### config.mk
export PLATFORM = sky130hd
export DESIGN_NAME = ps2_hack_keyboard
export DESIGN_NICKNAME = d
export VERILOG_FILES = /design/src/rtl/ps2_hack_keyboard.sv
export SDC_FILE = /design/constraint.sdc
export NUM_CORES = 1
export LEC_CHECK = 0
export CAP_MARGIN = 10
export CORE_MARGIN = 8
export CORE_UTILIZATION = 65
export CTS_CLUSTER_DIAMETER = 120
export DETAILED_ROUTE_END_ITERATION = 6
export PLACE_DENSITY = 0.9
export SLEW_MARGIN = 15
export SYNTH_ARGS = -nofsm -noshare
export SYNTH_HDL_FRONTEND = slang
export SYNTH_SLANG_ARGS = --single-unit
### constraint.sdc
create_clock -name clk -period 9 [get_ports clk]
set_input_delay 1.35 -clock clk [delete_from_list [all_inputs] [get_ports clk]]
set_output_delay 1.35 -clock clk [all_outputs]
set_load 0.05 [all_outputs]
### src/rtl/ps2_hack_keyboard.sv
// PS/2 set-2 receiver and decoder: holds the Hack KBD code of the held key (0 = none).
// keycode/key_valid land two clk after the stop-bit sample; no backpressure, the keyboard owns the line.
module ps2_hack_keyboard #(
  parameter int SYNC_STAGES    = 2,
  parameter int TIMEOUT_CYCLES = 25000
) (
  input  logic       clk,
  input  logic       reset,
  input  logic       ps2_clk,
  input  logic       ps2_data,
  output logic [7:0] keycode,
  output logic       key_valid,
  output logic       frame_error
);

  localparam int TW = (TIMEOUT_CYCLES > 2) ? $clog2(TIMEOUT_CYCLES) : 1;
  localparam logic [TW-1:0] TMO_LAST = TW'(TIMEOUT_CYCLES - 1);
  localparam logic [TW-1:0] TMO_ONE  = TW'(1);

  typedef enum logic [1:0] {S_IDLE, S_DATA, S_PARITY, S_STOP} state_t;

  state_t                 state_q, state_d;
  logic [SYNC_STAGES-1:0] clk_sync_q, clk_sync_d;
  logic [SYNC_STAGES-1:0] dat_sync_q, dat_sync_d;
  logic                   clk_prev_q, clk_prev_d;
  logic [2:0]             bit_cnt_q, bit_cnt_d;
  logic [7:0]             shift_q, shift_d;
  logic                   par_ok_q, par_ok_d;
  logic [TW-1:0]          tmo_q, tmo_d;
  logic                   byte_rdy_q, byte_rdy_d;
  logic                   frame_err_q, frame_err_d;
  logic                   ext_q, ext_d;
  logic                   brk_q, brk_d;
  logic [7:0]             keycode_q, keycode_d;
  logic                   key_valid_q, key_valid_d;

  logic       clk_s;
  logic       din;
  logic       fall;
  logic [7:0] mapped;

  function automatic logic [7:0] map_code(input logic ext, input logic [7:0] b);
    logic [7:0] m;
    m = 8'd0;
    if (ext) begin
      case (b)
        8'h6B: m = 8'd130;
        8'h75: m = 8'd131;
        8'h74: m = 8'd132;
        8'h72: m = 8'd133;
        8'h6C: m = 8'd134;
        8'h69: m = 8'd135;
        8'h7D: m = 8'd136;
        8'h7A: m = 8'd137;
        8'h70: m = 8'd138;
        8'h71: m = 8'd139;
        8'h5A: m = 8'd128;
        default: m = 8'd0;
      endcase
    end else begin
      case (b)
        8'h1C: m = 8'd65;  8'h32: m = 8'd66;  8'h21: m = 8'd67;  8'h23: m = 8'd68;
        8'h24: m = 8'd69;  8'h2B: m = 8'd70;  8'h34: m = 8'd71;  8'h33: m = 8'd72;
        8'h43: m = 8'd73;  8'h3B: m = 8'd74;  8'h42: m = 8'd75;  8'h4B: m = 8'd76;
        8'h3A: m = 8'd77;  8'h31: m = 8'd78;  8'h44: m = 8'd79;  8'h4D: m = 8'd80;
        8'h15: m = 8'd81;  8'h2D: m = 8'd82;  8'h1B: m = 8'd83;  8'h2C: m = 8'd84;
        8'h3C: m = 8'd85;  8'h2A: m = 8'd86;  8'h1D: m = 8'd87;  8'h22: m = 8'd88;
        8'h35: m = 8'd89;  8'h1A: m = 8'd90;
        8'h45: m = 8'd48;  8'h16: m = 8'd49;  8'h1E: m = 8'd50;  8'h26: m = 8'd51;
        8'h25: m = 8'd52;  8'h2E: m = 8'd53;  8'h36: m = 8'd54;  8'h3D: m = 8'd55;
        8'h3E: m = 8'd56;  8'h46: m = 8'd57;
        8'h29: m = 8'd32;  8'h5A: m = 8'd128; 8'h66: m = 8'd129; 8'h76: m = 8'd140;
        8'h05: m = 8'd141; 8'h06: m = 8'd142; 8'h04: m = 8'd143; 8'h0C: m = 8'd144;
        8'h03: m = 8'd145; 8'h0B: m = 8'd146; 8'h83: m = 8'd147; 8'h0A: m = 8'd148;
        8'h01: m = 8'd149; 8'h09: m = 8'd150; 8'h78: m = 8'd151; 8'h07: m = 8'd152;
        default: m = 8'd0;
      endcase
    end
    return m;
  endfunction

  assign clk_s = clk_sync_q[SYNC_STAGES-1];
  assign din   = dat_sync_q[SYNC_STAGES-1];
  assign fall  = clk_prev_q & ~clk_s;

  always_comb begin
    clk_sync_d = {clk_sync_q[SYNC_STAGES-2:0], ps2_clk};
    dat_sync_d = {dat_sync_q[SYNC_STAGES-2:0], ps2_data};
    clk_prev_d = clk_s;
  end

  always_comb begin
    state_d     = state_q;
    bit_cnt_d   = bit_cnt_q;
    shift_d     = shift_q;
    par_ok_d    = par_ok_q;
    tmo_d       = '0;
    byte_rdy_d  = 1'b0;
    frame_err_d = 1'b0;
    case (state_q)
      S_IDLE: begin
        if (fall) begin
          if (!din) begin
            state_d   = S_DATA;
            bit_cnt_d = 3'd0;
          end else begin
            frame_err_d = 1'b1;
          end
        end
      end
      S_DATA: begin
        if (fall) begin
          shift_d   = {din, shift_q[7:1]};
          bit_cnt_d = bit_cnt_q + 3'd1;
          if (bit_cnt_q == 3'd7) state_d = S_PARITY;
        end
      end
      S_PARITY: begin
        if (fall) begin
          par_ok_d = ^{shift_q, din};
          state_d  = S_STOP;
        end
      end
      S_STOP: begin
        if (fall) begin
          if (par_ok_q && din) byte_rdy_d = 1'b1;
          else                 frame_err_d = 1'b1;
          state_d = S_IDLE;
        end
      end
      default: state_d = S_IDLE;
    endcase
    // A stalled partial frame is dropped; decoder flags survive so E0/F0 prefixes still apply.
    if (state_q != S_IDLE && !fall) begin
      if (tmo_q == TMO_LAST) begin
        frame_err_d = 1'b1;
        state_d     = S_IDLE;
      end else begin
        tmo_d = tmo_q + TMO_ONE;
      end
    end
  end

  // shift_q is stable while byte_rdy_q is high: the next start bit does not shift.
  assign mapped = map_code(ext_q, shift_q);

  always_comb begin
    ext_d       = ext_q;
    brk_d       = brk_q;
    keycode_d   = keycode_q;
    key_valid_d = 1'b0;
    if (byte_rdy_q) begin
      if (shift_q == 8'hE0) begin
        ext_d = 1'b1;
      end else if (shift_q == 8'hF0) begin
        brk_d = 1'b1;
      end else begin
        ext_d = 1'b0;
        brk_d = 1'b0;
        if (brk_q) begin
          if (mapped == keycode_q) keycode_d = 8'd0;
        end else if (mapped != 8'd0) begin
          keycode_d   = mapped;
          key_valid_d = 1'b1;
        end
      end
    end
  end

  always_ff @(posedge clk) begin
    if (reset) begin
      state_q     <= S_IDLE;
      clk_sync_q  <= '1;
      dat_sync_q  <= '1;
      clk_prev_q  <= 1'b1;
      bit_cnt_q   <= 3'd0;
      shift_q     <= 8'd0;
      par_ok_q    <= 1'b0;
      tmo_q       <= '0;
      byte_rdy_q  <= 1'b0;
      frame_err_q <= 1'b0;
      ext_q       <= 1'b0;
      brk_q       <= 1'b0;
      keycode_q   <= 8'd0;
      key_valid_q <= 1'b0;
    end else begin
      state_q     <= state_d;
      clk_sync_q  <= clk_sync_d;
      dat_sync_q  <= dat_sync_d;
      clk_prev_q  <= clk_prev_d;
      bit_cnt_q   <= bit_cnt_d;
      shift_q     <= shift_d;
      par_ok_q    <= par_ok_d;
      tmo_q       <= tmo_d;
      byte_rdy_q  <= byte_rdy_d;
      frame_err_q <= frame_err_d;
      ext_q       <= ext_d;
      brk_q       <= brk_d;
      keycode_q   <= keycode_d;
      key_valid_q <= key_valid_d;
    end
  end

  assign keycode     = keycode_q;
  assign key_valid   = key_valid_q;
  assign frame_error = frame_err_q;

endmodule

==> impl_metrics.yaml, run 1 <==
placed_design:
  gp_congestion: 1.03
  place_inst: 539
  place_hpwl_um: 6680
  portBuffers: 13
critical_path:
  required_ns: 9.25
  cp.arrival_ns: 4.85
  worstSetupPathType: "in -> reg"
  end_kind: "register"
  crit_slowest_cell: "clkdlybuf4s50_1"
  worstPathCellList: "clkdlybuf4s50_1 -> nand2b_1 -> mux2i_1 -> inv_2 -> ha_1 -> mux2_2 -> a2111oi_2 -> o21ai_1 -> nor4bb_1 -> o21ai_1"
  cp_max_fo: 31
  cp-startpoint: "reset"
  worstSetupStartpointType: "input port"
  cp_common_cell: "o21ai_1"
  rr_startpoint: "state_q[1]"
  max_stage_delay_ns: 0.90
timing:
  fin_hold_ws_ns: 0.419
  finalHoldViolCount: 0
  worst_slew_pin_slew_ns: 0.952
  min_period_ns: 4.60
  final_max_slew_viol_count: 0
  relSlewSlack_pct: 36.3
  tns_ns: 0
  post-route-period-util_pct: 51.2
  rsz0062_at_grt: "false"
  fin_skew_ns: 0.00907
  fmax_mhz: 217
  setup_viol: 0
logic_synthesis:
  syn_avg_cell_area_um2: 7.73
  synth-edff-count: 0
  ys_warn_count: 0
  synth_top_area_cell: "dfxtp_1"
  syn_inst: 480
  netlist_area_mm2: 0.00371
  synth-async-reset-ratio_pct: 0
  ys_ff_latch: 55
  ys_seq_area_share_pct: 29.7
  synth_nets: 498
  ys_types: 75
  ys.flop_type: "dfxtp_1"
  yosys-top-cells-area: "dfxtp_1, nand2_1, nor2_1, ha_1, a21oi_1"
  synth_top_area_share_pct: 29.7
drt:
  vias_per_cell: 6.54
  route.detailed.drc: 0
  ant_nets: 0
  drtPass1Iterations: 5
  wl_um: 9350
  drt-initial-drc-count: 244
  vias: 3580
  wire_per_inst_um: 17.1
clocking:
  cts.clk_slew.worst_paths_ns: 0.10
  insertion_delay_ns: 0.31
  cts_htree_levels: 2
  hold_buffers: 0
  clk_path_buf_depth: 2
  ctsResizeCount: 0
  cts_tree: "built"
  cts_root_buf: "clkbuf_8"
  post_cts_buffers: 0
  numCtsBuffers: 5
  clkSinkCount: 55
run_status:
  outcome: "finished, final reports clean"
global_routing:
  antenna_found_initial: 0
  globalRouteTotalUtil_pct: 22.2
  grt_pass1_wl_um: 15800
  grt_max_degree: 32
  grt.overflow.total: 0
  grt_pass1_vias: 3369
pwr:
  p_sw_uw: 91.4
  cellPowerDensity_mw_per_mm2: 109
  seqPwrFrac_pct: 57.8
  leakage_nw: 1.31
  combPwrFrac_pct: 2.3
  ir_drop_mv: 0.0978
  p_int_uw: 333
  clkPwrFrac_pct: 39.9
  swShare_pct: 21.5
floorplanning:
  rows: 27
  core_area_mm2: 0.00551
  die_h_um: 91.5
  die_area_mm2: 0.00838
  initial_core_util_pct: 67.4
  die_x_um: 91.5
  ios: 14
run:
  cap_violations: 0
final_layout:
  layout.nets: 492
  area_delta_synth_final_pct: 5.33
  nFillCells: 467
  drive_gt1_share_pct: 5.47
  antenna_cells: 0
  final_cells: 547
worst_hold_path:
  hold_path.class: "reg -> reg"
  min_from: "clk_sync_q[0]"
==> kinds of logic (layout without fill, tap and decap cells) <==
| family | count (synthesis) | count (layout) | share of synthesized area [%] |
|---|---|---|---|
| simple gates | 203 | 203 | 28.1 |
| xor+xnor | 25 | 25 | 5.90 |
| buf+inv | 48 | 43 | 5.83 |
| fa+ha+maj | 14 | 14 | 4.72 |
| flops | 55 | 55 | 29.7 |
| mux | 6 | 6 | 1.82 |
| compound gates | 129 | 129 | 23.9 |
==> cell type report <==
| class | instances | area (µm²) | area share (%) |
|---|---|---|---|
| timing repair buffer | 13 | 130 | 3.33 |
| clock inverter | 2 | 38.8 | 0.993 |
| tap | 72 | 90.1 | 2.31 |
| multi-input combinational | 377 | 2390 | 61.2 |
| inverter | 22 | 82.6 | 2.11 |
| clock buffer | 6 | 72.6 | 1.86 |
| sequential | 55 | 1100 | 28.2 |
==> final timing paths <==
path	slack, ns	cells past startpoint	endpoint
worst min-delay path	0.42	1	clk_sync_q[1]
worst max register to register	5.30	11	register
worst min register to register	0.42	1	clk_sync_q[1]
worst max-delay path	4.40	10	register
==> metrics by stage <==
| stage | setup slack [ns] | instance area (µm²) | total power [mW] | utilization, % |
|---|---|---|---|---|
| 4_1_cts | 4.50 | 3910 | 0.427 | 71.0 |
| 3_5_place_dp | 4.18 | 3800 | 0.261 | 68.9 |
| 6_report | 4.40 | 3910 | 0.424 | 71.0 |
| 5_1_grt | 4.12 | 3910 | 0.438 | 71.0 |
| 2_1_floorplan | 5.53 | 3710 | 0.258 | - |
| 3_3_place_gp | 4.16 | 3800 | 0.260 | 68.9 |
==> metal layers <==
layer / vias to the layer above / global-route usage, % / wire, µm
li1: 1719 / - / -
met1: 1650 / 27.4 / 3950
met2: 188 / 36.8 / 4370
met3: 23 / 4.12 / 803
met4: 0 / 9.82 / 227
met5: - / 0 / 0
==> power by group through the flow <==
stage	Clock, mW	Sequential [mW]	Combinational (mW)
after floorplan	0	0.251	0.00671
after global placement	0	0.251	0.00955
after detailed placement	0	0.251	0.00970
after CTS	0.172	0.245	0.00977
after global routing	0.182	0.246	0.0108
final	0.169	0.245	0.00991
==> layout by cell type, fill, tap and decap left out, types with 3 or more instances in the layout <==
| cell | instances |
|---|---|
| nand3b_1 | 4 |
| nand2_1 | 52 |
| clkdlybuf4s50_1 | 13 |
| ha_1 | 14 |
| nand2b_1 | 18 |
| mux2i_1 | 3 |
| o211ai_1 | 4 |
| clkbuf_8 | 5 |
| a31oi_1 | 9 |
| xor2_1 | 9 |
| or2_1 | 3 |
| o21ai_0 | 18 |
| o22ai_1 | 11 |
| or2b_1 | 3 |
| nand4_1 | 7 |
| inv_2 | 4 |
| nor3_1 | 16 |
| dfxtp_1 | 55 |
| a21oi_1 | 29 |
| o21a_1 | 3 |
| o2111ai_1 | 4 |
| a211oi_1 | 9 |
| or3_1 | 3 |
| nor2_1 | 47 |
| xnor2_1 | 16 |
| o21ai_1 | 9 |
| nand3_1 | 21 |
| and3_1 | 3 |
| or2_2 | 5 |
| inv_1 | 18 |
| a21o_1 | 4 |
==> worst max-delay path, delay by kind of cell <==
| kind | cells | cell delay (ns) |
|---|---|---|
| fa+ha+maj | 1 | 0.24 |
| simple gates | 2 | 0.56 |
| compound gates | 3 | 0.74 |
| buf+inv | 2 | 1.07 |
| mux | 2 | 0.91 |
==> synthesized netlist by cell type (5+ instances only) <==
master	instances
dfxtp_1	55
nand2_1	52
nor2_1	47
a21oi_1	29
nand3_1	21
inv_1	18
nand2b_1	18
o21ai_0	18
nor3_1	16
xnor2_1	16
ha_1	14
buf_2	11
o22ai_1	11
a211oi_1	9
a31oi_1	9
o21ai_1	9
xor2_1	9
clkbuf_1	8
nand4_1	7
or2_2	5
(Power assumes the default switching activity.)
==> run 2: changes to the inputs <==
--- a/config.mk
+++ b/config.mk
@@ -7,10 +7,10 @@
 export LEC_CHECK = 0
 export CAP_MARGIN = 10
 export CORE_MARGIN = 8
-export CORE_UTILIZATION = 65
+export CORE_UTILIZATION = 56
 export CTS_CLUSTER_DIAMETER = 120
 export DETAILED_ROUTE_END_ITERATION = 6
-export PLACE_DENSITY = 0.9
+export PLACE_DENSITY = 0.83
 export SLEW_MARGIN = 15
 export SYNTH_ARGS = -nofsm -noshare
 export SYNTH_HDL_FRONTEND = slang
==> constraint.sdc (replaced) <==
create_clock -name clk -period 3.7 [get_ports clk]
set_input_delay 0.555 -clock clk [delete_from_list [all_inputs] [get_ports clk]]
set_output_delay 0.555 -clock clk [all_outputs]
set_load 0.05 [all_outputs]
==> impl_metrics.yaml, run 2 (synthesized netlist as in run 1, its figures left out) <==
critical_path:
  worstSetupPathType: "reg -> reg"
  worstPathCellList: "ha_1 -> and3b_1 -> mux2i_1 -> inv_2 -> ha_1 -> mux2_2 -> a2111oi_2 -> o21ai_1 -> nor4bb_1 -> o21ai_1"
  worst-path-buf-inv: 1
  end_kind: "register"
  worstSetupStartpointType: "register"
  cp_max_fo: 13
  max_stage_delay_ns: 0.53
  cp_top_family: "multiplexers"
  crit_slowest_cell: "and3b_1"
  r2r_slack_ns: 0.44
  required_ns: 3.93
  ff2ff_path_depth: 10
  rr_startpoint: "state_q[0]"
  cp.arrival_ns: 3.49
placed_design:
  place_hpwl_um: 6960
  portBuffers: 13
  gp_congestion: 1.07
clocking:
  cts_tree: "built"
  insertion_delay_ns: 0.31
  clkSinkCount: 55
  post_cts_buffers: 0
  cts_htree_levels: 2
  hold_buffers: 0
  ctsResizeCount: 0
  clk_path_buf_depth: 2
  numCtsBuffers: 5
  cts_root_buf: "clkbuf_8"
  cts.clk_slew.worst_paths_ns: 0.10
pwr:
  leakage_nw: 1.34
  combPwrFrac_pct: 2.7
  p_int_uw: 740
  clkPwrFrac_pct: 34.5
  swShare_pct: 22.2
  cellPowerDensity_mw_per_mm2: 241
  ir_drop_mv: 0.147
  seqPwrFrac_pct: 62.8
  p_sw_uw: 211
timing:
  relSlewSlack_pct: 62.4
  worst_slew_pin_slew_ns: 0.564
  min_period_ns: 3.26
  fin_skew_ns: 0.0140
  finalHoldViolCount: 0
  post-route-period-util_pct: 88.0
  fmax_mhz: 307
  setup_viol: 0
  tns_ns: 0
  final_max_slew_viol_count: 0
  rsz0062_at_grt: "false"
run_status:
  outcome: "finished, final reports clean"
floorplanning:
  core_area_mm2: 0.00639
  die_x_um: 97.4
  die_area_mm2: 0.00948
  die_h_um: 97.4
  initial_core_util_pct: 58.1
  ios: 14
  rows: 29
global_routing:
  grt.overflow.total: 0
  grt_max_degree: 21
  globalRouteTotalUtil_pct: 19.8
  grt_pass1_wl_um: 16200
  grt_pass1_vias: 3456
  antenna_found_initial: 0
final_layout:
  antenna_cells: 0
  nFillCells: 569
  final_cell_mix: "dfxtp_1, nand2_1, nor2_1"
  layout.nets: 500
  layout_commonest_cell: "dfxtp_1"
  final_util_pct: 61.9
  drive_gt1_share_pct: 7.25
  area_delta_synth_final_pct: 6.48
worst_hold_path:
  hold_depth: 1
  hold_path.class: "reg -> reg"
  whs_endpoint: "dat_sync_q[1]"
  min_from: "dat_sync_q[0]"
drt:
  drt-initial-drc-count: 298
  drtPass1Iterations: 5
  vias: 3644
  ant_nets: 0
  vias_per_cell: 6.51
  route.detailed.drc: 0
  wire_per_inst_um: 17.1
  wl_um: 9550
run:
  cap_violations: 0
run 2: worst max path at each step:
stage | start | end | slack (ns) | depth (start not counted)
finish | state_q[0] | register | 0.44 | 10
global route | state_q[1] | register | 0.27 | 11
CTS | state_q[0] | register | 0.52 | 10
detailed placement | reset | register | 0.44 | 10
global placement | reset | register | 0.49 | 10
floorplan | state_q[1] | register | 0.76 | 14
run 2: routing by layer:
metal,track usage [%],routed length [µm],up-vias
li1,-,-,1728
met1,24.5,4190,1727
met2,32.1,4430,153
met3,2.92,603,36
met4,10.7,330,0
met5,0,0,-
run 2: power groups by stage:
stage	registers [mW]	clock network (mW)	logic [mW]
2_1_floorplan	0.611	0	0.0163
3_3_place_gp	0.610	0	0.0252
3_5_place_dp	0.610	0	0.0255
4_1_cts	0.597	0.341	0.0256
5_1_grt	0.598	0.366	0.0280
6_report	0.597	0.328	0.0258
run 2: cell type report:
class,instances,area (µm²),share of cell area (%)
Sequential cell,55,1100,27.9
Clock inverter,3,18.8,0.475
Clock buffer,5,68.8,1.74
Timing Repair Buffer,21,190,4.81
Multi-Input combinational cell,377,2390,60.6
Inverter,22,82.6,2.09
Tap cell,77,96.3,2.44
run 2: per-stage QoR:
stage | cell area [µm²] | power, mW | worst slack, ns | hold slack, ns | instances
global placement | 3860 | 0.635 | 0.493 | 0.391 | 552
finish | 3950 | 0.951 | 0.445 | 0.421 | 560
CTS | 3950 | 0.963 | 0.525 | 0.426 | 560
global route | 3950 | 0.992 | 0.271 | 0.458 | 560
detailed placement | 3860 | 0.636 | 0.440 | 0.399 | 552
floorplan | 3710 | 0.627 | 0.758 | 0.389 | 480
==> run 3: changes to the inputs <==
--- a/config.mk
+++ b/config.mk
@@ -10,6 +10,7 @@
 export CORE_UTILIZATION = 56
 export CTS_CLUSTER_DIAMETER = 120
 export DETAILED_ROUTE_END_ITERATION = 6
+export GPL_TIMING_DRIVEN = 0
 export PLACE_DENSITY = 0.83
 export SLEW_MARGIN = 15
 export SYNTH_ARGS = -nofsm -noshare
==> constraint.sdc (replaced) <==
create_clock -name clk -period 2.84 [get_ports clk]
set_input_delay 0.426 -clock clk [delete_from_list [all_inputs] [get_ports clk]]
set_output_delay 0.426 -clock clk [all_outputs]
set_load 0.05 [all_outputs]
==> impl_metrics.yaml, run 3 (synthesized netlist as in run 1, its figures left out) <==
run_status:
  outcome: "finished, violations left"
  violations: "negative setup slack"
drt:
  wire_per_inst_um: 17.7
  wl_um: 10500
  route.detailed.drc: 0
  drtPass1Iterations: 6
  ant_nets: 0
  drt-initial-drc-count: 410
  vias_per_cell: 6.51
  vias: 3836
pwr:
  ir_drop_mv: 0.288
  cellPowerDensity_mw_per_mm2: 298
  p_sw_uw: 306
  p_int_uw: 974
  seqPwrFrac_pct: 60.7
  leakage_nw: 1.49
  swShare_pct: 23.9
  combPwrFrac_pct: 2.9
  clkPwrFrac_pct: 36.4
timing:
  post-route-period-util_pct: 101
  setup_ws_ns: -0.0179
  setup_viol: 1
  relSlewSlack_pct: 60.1
  final_max_slew_viol_count: 0
  min_period_ns: 2.86
  fmax_mhz: 350
  worst_slew_pin_slew_ns: 0.595
  finalHoldViolCount: 0
  fin_skew_ns: 0.0165
  rsz0062_at_grt: "true"
  tns_ns: -0.0179
final_layout:
  area_delta_synth_final_pct: 15.9
  drive_gt1_share_pct: 15.2
  final_cell_mix: "dfxtp_1, nand2_1, nor2_1"
  antenna_cells: 0
  layout.nets: 529
  layout_commonest_cell: "dfxtp_1"
  nFillCells: 523
  final_cells: 589
clocking:
  clkSinkCount: 55
  cts_tree: "built"
  cts.clk_slew.worst_paths_ns: 0.11
  clk_path_buf_depth: 2
  insertion_delay_ns: 0.32
  hold_buffers: 0
  cts_htree_levels: 2
  numCtsBuffers: 5
  cts_root_buf: "clkbuf_8"
worst_hold_path:
  hold_path.class: "reg -> reg"
  min_from: "dat_sync_q[0]"
  whs_endpoint: "dat_sync_q[1]"
  hold_depth: 1
critical_path:
  ff2ff_path_depth: 13
  cp_max_fo: 7
  r2r_slack_ns: -0.02
  max_stage_delay_ns: 0.52
  end_kind: "register"
  required_ns: 3.09
  worstPathCellList: "inv_2 -> ha_4 -> buf_6 -> and3b_1 -> buf_6 -> buf_6 -> mux2i_4 -> inv_2 -> ha_2 -> nand2_1 -> a211oi_1 -> nor4bb_4 -> o21ai_1"
  worstSetupStartpointType: "register"
  worstSetupPathType: "reg -> reg"
  cp.arrival_ns: 3.11
  cp_common_cell: "buf_6"
  rr_startpoint: "state_q[1]"
  crit_slowest_cell: "a211oi_1"
global_routing:
  grt_use_met2_pct: 34.6
  gr-usage-met1_pct: 25.0
  grt-busiest-layer: "met2"
  globalRouteTotalUtil_pct: 20.4
  grt_max_degree: 20
  met3_usage_pct: 3.06
  grt.overflow.total: 0
  grt_pass1_vias: 3536
  antenna_found_initial: 0
  grt_pass1_wl_um: 16700
placed_design:
  place_hpwl_um: 7350
  portBuffers: 13
  place_inst: 570
  gp_congestion: 0.996
floorplanning:
  core_area_mm2: 0.00639
  rows: 29
  initial_core_util_pct: 58.1
  die_x_um: 97.4
  die_area_mm2: 0.00948
  ios: 14
  die_h_um: 97.4
run:
  cap_violations: 0
[run 3: power groups by stage]
| stage | Clock [mW] | Combinational (mW) | Sequential, mW |
|---|---|---|---|
| 6_report | 0.466 | 0.0367 | 0.777 |
| 5_1_grt | 0.507 | 0.0390 | 0.778 |
| 4_1_cts | 0.471 | 0.0340 | 0.778 |
| 3_5_place_dp | 0 | 0.0333 | 0.795 |
| 3_3_place_gp | 0 | 0.0329 | 0.795 |
| 2_1_floorplan | 0 | 0.0213 | 0.796 |
[run 3: metal layers]
metal  up-vias  share of wire (%)
met3        53                8.1
met1      1770                 42
li1       1796                  -
met2       217                 46
met5         -                  0
met4         0                3.6
[run 3: final cells by class]
cell class                 instances  area (µm²)  share of cell area, %
clock inverter                     3        27.5                  0.640
sequential                        55        1110                   25.7
tap                               77        96.3                   2.24
inverter                          22        87.6                   2.04
buffer                            25         158                   3.67
multi-input combinational        377        2530                   59.0
clock buffer                       5        68.8                   1.60
timing repair buffer              25         220                   5.12
[run 3: repair_timing]
item	in CTS	in global routing
endpoints found under the hold margin	0	0
gates resized for setup	17	27
setup endpoints to repair	8	9
pin swaps	2	6
setup buffers	7	5
[run 3: critical path: cells and delay by family (launching register included)]
kind,cells,cell delay [ns]
mux,1,0.27
buf+inv,5,0.53
simple gates,3,0.41
compound gates,2,0.69
fa+ha+maj,2,0.55
flops,1,0.36
[run 3: how the worst max path moves through the flow]
stage | startpoint | endpoint | slack, ns | cells past startpoint
after CTS | state_q[1] | register | -0.05 | 14
after detailed placement | reset | register | -0.69 | 12
after floorplan | state_q[1] | register | 0.08 | 12
after global placement | reset | register | -0.66 | 12
final | state_q[1] | register | -0.02 | 13
after global routing | state_q[1] | register | -0.10 | 14
[run 3: metrics by stage]
stage / area, µm² / hold WS (ns) / setup slack [ns] / total power [mW] / utilization (%)
floorplan: 3720 / 0.389 / 0.0794 / 0.817 / -
global placement: 3950 / 0.392 / -0.663 / 0.828 / 61.8
detailed placement: 3950 / 0.398 / -0.688 / 0.829 / 61.8
CTS: 4150 / 0.424 / -0.0460 / 1.28 / 65.0
global route: 4300 / 0.441 / -0.103 / 1.32 / 67.3
finish: 4300 / 0.421 / -0.0179 / 1.28 / 67.3
